==> src/rtl/display_pkg.sv <==
// Shared constants and types for the 3-digit BCD seven-segment display.
// Segment patterns are active-low: bit 0 = segment a ... bit 6 = segment g.
package display_pkg;

    localparam logic [6:0] SEG_0     = 7'h40;
    localparam logic [6:0] SEG_1     = 7'h79;
    localparam logic [6:0] SEG_2     = 7'h24;
    localparam logic [6:0] SEG_3     = 7'h30;
    localparam logic [6:0] SEG_4     = 7'h19;
    localparam logic [6:0] SEG_5     = 7'h12;
    localparam logic [6:0] SEG_6     = 7'h02;
    localparam logic [6:0] SEG_7     = 7'h78;
    localparam logic [6:0] SEG_8     = 7'h00;
    localparam logic [6:0] SEG_9     = 7'h10;
    localparam logic [6:0] SEG_BLANK = 7'h7F;
    localparam logic [6:0] SEG_E     = 7'h06;

    // Packed BCD word as presented on BCDCODE.
    typedef struct packed {
        logic [3:0] hundreds;
        logic [3:0] tens;
        logic [3:0] units;
    } bcd3_t;

    // Pattern for a nibble; anything outside 0-9 shows E.
    function automatic logic [6:0] seg_of_digit(input logic [3:0] digit);
        case (digit)
            4'd0:    return SEG_0;
            4'd1:    return SEG_1;
            4'd2:    return SEG_2;
            4'd3:    return SEG_3;
            4'd4:    return SEG_4;
            4'd5:    return SEG_5;
            4'd6:    return SEG_6;
            4'd7:    return SEG_7;
            4'd8:    return SEG_8;
            4'd9:    return SEG_9;
            default: return SEG_E;
        endcase
    endfunction

endpackage

==> src/rtl/display_if.sv <==
// Load/data/segment bundle for the display block.
// master drives the BCD value and strobe; slave (the display) drives the segments.
interface display_if;

    logic        load;
    logic [11:0] BCDCODE;
    logic [6:0]  HEX0;
    logic [6:0]  HEX1;
    logic [6:0]  HEX2;
    logic [6:0]  HEX3;

    modport master (
        output load, BCDCODE,
        input  HEX0, HEX1, HEX2, HEX3
    );

    modport slave (
        input  load, BCDCODE,
        output HEX0, HEX1, HEX2, HEX3
    );

endinterface

==> src/rtl/seg7_decoder.sv <==
// Nibble-to-segment decoder with a blank request. An invalid nibble (10-15)
// always shows E, even when blanking is requested, so bad data is never hidden.
module seg7_decoder
    import display_pkg::*;
(
    input  logic [3:0] nibble_i,
    input  logic       blank_i,
    output logic [6:0] seg_o
);

    // Pure lookup: invalid beats blank, blank beats the digit pattern.
    // NOTE: every path through this always_comb assigns seg_o, so no latch is inferred.
    always_comb begin
        if (nibble_i > 4'd9) begin
            seg_o = SEG_E;
        end else if (blank_i) begin
            seg_o = SEG_BLANK;
        end else begin
            seg_o = seg_of_digit(nibble_i);
        end
    end

endmodule

==> src/rtl/display.sv <==
// 3-digit BCD display driver: captures BCDCODE on load and presents the
// decoded, registered segments on the same edge; HEX3 is a permanent blank.
// Optional feature: define DISPLAY_LZB_EN for leading-zero blanking.
module display
    import display_pkg::*;
(
    input  logic     clock,
    input  logic     reset,
    display_if.slave bus
);

    bcd3_t      bcd_q;
    bcd3_t      bcd_d;
    logic       blank_hund;
    logic       blank_tens;
    logic [6:0] hex0_d, hex1_d, hex2_d;
    logic [6:0] hex0_q, hex1_q, hex2_q;

    // Value the register will hold after this edge; the decoders look at it so
    // the outputs reflect a new capture on the very edge that captures it.
    always_comb begin
        bcd_d = bus.load ? bcd3_t'(bus.BCDCODE) : bcd_q;
    end

`ifdef DISPLAY_LZB_EN
    // Leading zeros are blanked; units is always shown.
    assign blank_hund = (bcd_d.hundreds == 4'd0);
    assign blank_tens = (bcd_d.hundreds == 4'd0) && (bcd_d.tens == 4'd0);
    localparam logic [6:0] LEAD_RST = SEG_BLANK;
`else
    assign blank_hund = 1'b0;
    assign blank_tens = 1'b0;
    localparam logic [6:0] LEAD_RST = SEG_0;
`endif

    seg7_decoder u_dec_units (
        .nibble_i (bcd_d.units),
        .blank_i  (1'b0),
        .seg_o    (hex0_d)
    );

    seg7_decoder u_dec_tens (
        .nibble_i (bcd_d.tens),
        .blank_i  (blank_tens),
        .seg_o    (hex1_d)
    );

    seg7_decoder u_dec_hund (
        .nibble_i (bcd_d.hundreds),
        .blank_i  (blank_hund),
        .seg_o    (hex2_d)
    );

    // Capture register and output registers; reset shows the decoded value 000.
    // NOTE: sequential state uses non-blocking assignments so all registers
    // update together from pre-edge values.
    always_ff @(posedge clock or posedge reset) begin
        if (reset) begin
            bcd_q  <= '0;
            hex0_q <= SEG_0;
            hex1_q <= LEAD_RST;
            hex2_q <= LEAD_RST;
        end else begin
            bcd_q  <= bcd_d;
            hex0_q <= hex0_d;
            hex1_q <= hex1_d;
            hex2_q <= hex2_d;
        end
    end

    assign bus.HEX0 = hex0_q;
    assign bus.HEX1 = hex1_q;
    assign bus.HEX2 = hex2_q;
    assign bus.HEX3 = SEG_BLANK;

endmodule

==> src/flat_wrapper.sv <==
// flat-port wrapper written by rule: the top's interface ports become plain ports
module display_flat import display_pkg::*;
  (clock, reset, bus_load, bus_BCDCODE, bus_HEX0, bus_HEX1, bus_HEX2, bus_HEX3);
  display_if bus_i ();
  input  logic clock;
  input  logic reset;
  input wire logic [$bits(bus_i.load)-1:0] bus_load;
  input wire logic [$bits(bus_i.BCDCODE)-1:0] bus_BCDCODE;
  output wire logic [$bits(bus_i.HEX0)-1:0] bus_HEX0;
  output wire logic [$bits(bus_i.HEX1)-1:0] bus_HEX1;
  output wire logic [$bits(bus_i.HEX2)-1:0] bus_HEX2;
  output wire logic [$bits(bus_i.HEX3)-1:0] bus_HEX3;
  assign bus_i.load = bus_load;
  assign bus_i.BCDCODE = bus_BCDCODE;
  assign bus_HEX0 = bus_i.HEX0;
  assign bus_HEX1 = bus_i.HEX1;
  assign bus_HEX2 = bus_i.HEX2;
  assign bus_HEX3 = bus_i.HEX3;
  display u_core (.clock(clock), .reset(reset), .bus(bus_i));
endmodule
==> config.mk <==
export PLATFORM = sky130hd
export DESIGN_NAME = display_flat
export DESIGN_NICKNAME = d
export VERILOG_FILES = /design/src/rtl/display_pkg.sv /design/src/rtl/display_if.sv /design/src/rtl/seg7_decoder.sv /design/src/rtl/display.sv /design/src/flat_wrapper.sv
export SDC_FILE = /design/constraint.sdc
export NUM_CORES = 1
export LEC_CHECK = 0
export CORE_MARGIN = 3
export CORE_UTILIZATION = 50
export DETAILED_ROUTE_END_ITERATION = 7
export GPL_ROUTABILITY_DRIVEN = 1
export PLACE_DENSITY = 0.84
export SLEW_MARGIN = 10
export SYNTH_ARGS = -nofsm -noshare
export SYNTH_HDL_FRONTEND = slang
export SYNTH_SLANG_ARGS = --single-unit
export TNS_END_PERCENT = 100
==> constraint.sdc <==
create_clock -name clock -period 5.35 [get_ports clock]
set_clock_uncertainty 0.1 [all_clocks]
set_input_delay 0.535 -clock clock [delete_from_list [all_inputs] [get_ports clock]]
set_output_delay 0.535 -clock clock [all_outputs]
set_load 0.03 [all_outputs]
==> out/metrics.yaml <==
placement:
  placed_cell_area_mm2: 0.00197
  gp_congestion: 0.834
  dp_hpwl_um: 2030
  post-place-cells: 212
  numPortBuffers: 35
final_layout:
  finalInstanceArea_mm2: 0.00202
  area_growth_pct: 26.5
  nFillCells: 225
  num_antenna_cells: 0
  layout.cells.non_filler: 220
  nets: 210
  mostFrequentLayoutCell: "clkdlybuf4s50_1"
  final_cell_mix: "clkdlybuf4s50_1 (35), dfrtp_1 (30), ha_1 (18), nand2_1 (13), a21oi_1 (13)"
  finish.utilization: 0.698
  drive_gt1_frac: 0.124
  seqCellArea_um2: 830
  multi_input_area_um2: 687
setup_path:
  required_ns: 5.52
  max_stage_delay_ns: 0.97
  crit_fanout: 12
  critical-path-top-delay-family: "buffers and inverters"
  rr_endpoint: "u_core.bus.HEX2[2]"
  startpoint_type: "input port"
  crit_type: "in -> reg"
  reg2reg_slack_ns: 3.38
  crit_buf_inv: 2
  crit_chain: "clkdlybuf4s50_1, mux2i_1, inv_1, ha_1, or2_2, a31oi_1, a31o_2"
  end_kind: "register"
  regToRegStartpoint: "u_core.bcd_q[8]"
  worstPathArrival_ns: 3.09
  cp_slowest_cell: "clkdlybuf4s50_1"
  reg2reg_depth: 6
clock_network:
  cts_buffer_depth: 2
  cts.sinks: 33
  worstSkewPairLatency_ns: 0.34
  cts_tree: "done"
  numCtsBuffers: 5
  ctsHtreeMaxLevel: 2
  cts_root_buf: "clkbuf_4"
  cts_resized: 0
  postCtsSetupBuffers: 0
  postCtsHoldBufs: 0
  path_clk_slew_ns: 0.11
floorplanning:
  dieArea_mm2: 0.00391
  die_h_um: 62.6
  rows: 19
  core_mm2: 0.00290
  initial_core_util: 0.551
  die_w_um: 62.6
  io_pins: 43
job:
  maxCapViolCount: 0
route:
  first_iter_violations: 17
  num_vias: 1085
  routedWlPerCell_um: 13.1
  firstDrtPassIters: 5
  drc_errors: 0
  ant_nets: 0
  detail_route.vias_per_cell: 4.93
  wl_um: 2880
sta:
  slew-limit-headroom: 0.485
  max_freq_mhz: 343
  tns_ns: 0
  fin_crit_ns: 2.92
  hold_slack_ns: 0.478
  period_share: 0.545
  finalSetupViolCount: 0
  rsz0062_at_grt: "no"
  worst_pin_slew_ns: 0.769
  finalHoldViolations: 0
  slew_viol_final: 0
global_route:
  grt_pass1_wl_um: 4840
  grt_max_degree: 34
  grt_pass1_vias: 1029
  gr-usage-all-layers: 0.159
  grt_overflow: 0
  antenna_found_initial: 0
power:
  ir_drop_mv: 0.191
  leakagePower_nw: 0.959
  power_density_mw_per_mm2: 307
yosys:
  seq_area_frac_synth: 0.519
  synth_cell_type_count: 29
  syn_area_mm2: 0.00160
  yosys_warnings: 0
  avgSynthCellArea_um2: 11.8
  synthCells: 136
  synth_seq_cells: 33
run_status:
  run_status: "finished clean"
hold_path:
  hp-class: "in -> async"
flip-flops by register name, summed over array words and instances (netlist names):
name	flops
u_core.bus.HEX1	7
u_core.bus.HEX0	7
u_core.bcd_q	12
u_core.bus.HEX2	7
through the flow:
stage	worst slack [ns]	power [mW]
detailed placement	2.07	0.491
CTS	2.42	0.627
global placement	2.23	0.487
finish	2.43	0.621
global route	2.29	0.654
floorplan	3.18	0.423
cells in the mapped netlist:
cell type | n | area (um^2)
buf_6 | 1 | 11.3
or2_2 | 1 | 6.26
o211ai_1 | 1 | 7.51
a31o_2 | 1 | 8.76
inv_2 | 1 | 3.75
a22o_1 | 2 | 17.5
or3_1 | 1 | 6.26
mux2_4 | 1 | 15.0
a21o_1 | 1 | 7.51
nor2_1 | 4 | 15.0
o21a_1 | 1 | 7.51
mux2_2 | 4 | 45.0
mux2i_2 | 1 | 13.8
nand2_1 | 13 | 48.8
ha_1 | 18 | 225
buf_4 | 7 | 52.6
a21oi_1 | 13 | 65.1
nand2b_1 | 4 | 25.0
nor3_1 | 1 | 5.00
dfstp_2 | 3 | 78.8
inv_1 | 10 | 37.5
a211oi_1 | 1 | 7.51
nand3_1 | 2 | 10.0
mux2i_4 | 1 | 22.5
dfrtp_1 | 30 | 751
conb_1 | 1 | 3.75
o21ai_0 | 3 | 15.0
a31oi_1 | 1 | 6.26
mux2i_1 | 8 | 80.1
cells by family (layout without fill, tap and decap cells):
family	Yosys count	count (layout)	share of synthesized area
compound gates	24	24	0.0892
fa+ha+maj	18	18	0.141
buf+inv	19	55	0.0657
flops	33	33	0.519
mux	15	15	0.110
other cells	1	7	0.00235
simple gates	26	26	0.0728
worst max path at each step:
stage,slack (ns),end,start,depth (start not counted)
2_1_floorplan,3.18,u_core.bus.HEX2[2],bus_load,7
3_3_place_gp,2.23,u_core.bus.HEX2[2],bus_load,7
3_5_place_dp,2.07,u_core.bus.HEX2[2],bus_load,7
4_1_cts,2.42,u_core.bus.HEX2[2],bus_load,7
5_1_grt,2.29,u_core.bus.HEX2[2],bus_load,7
6_report,2.43,u_core.bus.HEX2[2],bus_load,7
power by group:
group	internal [mW]	switching (mW)	total, mW
Clock	0.0495	0.0841	0.134
Sequential	0.281	0.00857	0.290
Combinational	0.0800	0.118	0.198
Total	0.411	0.211	0.621
layout make-up:
| type | instances | share of cell area |
|---|---|---|
| inverter | 11 | 0.0204 |
| timing repair buffer | 36 | 0.177 |
| clock inverter | 3 | 0.00866 |
| tap | 42 | 0.0260 |
| sequential | 33 | 0.410 |
| multi-input combinational | 90 | 0.340 |
| clock buffer | 5 | 0.0186 |
layer usage:
metal	vias up	part of all wire	GRT usage
met5	-	0	0
met4	0	0.017	0.0716
met3	5	0.079	0.0647
met2	48	0.48	0.242
met1	511	0.43	0.199
li1	521	-	-
worst min-delay path: cells and delay by family:
family,cells,cell delay [ns]
buffers and inverters,3,0.81
Power figures use the tool's default switching activity.
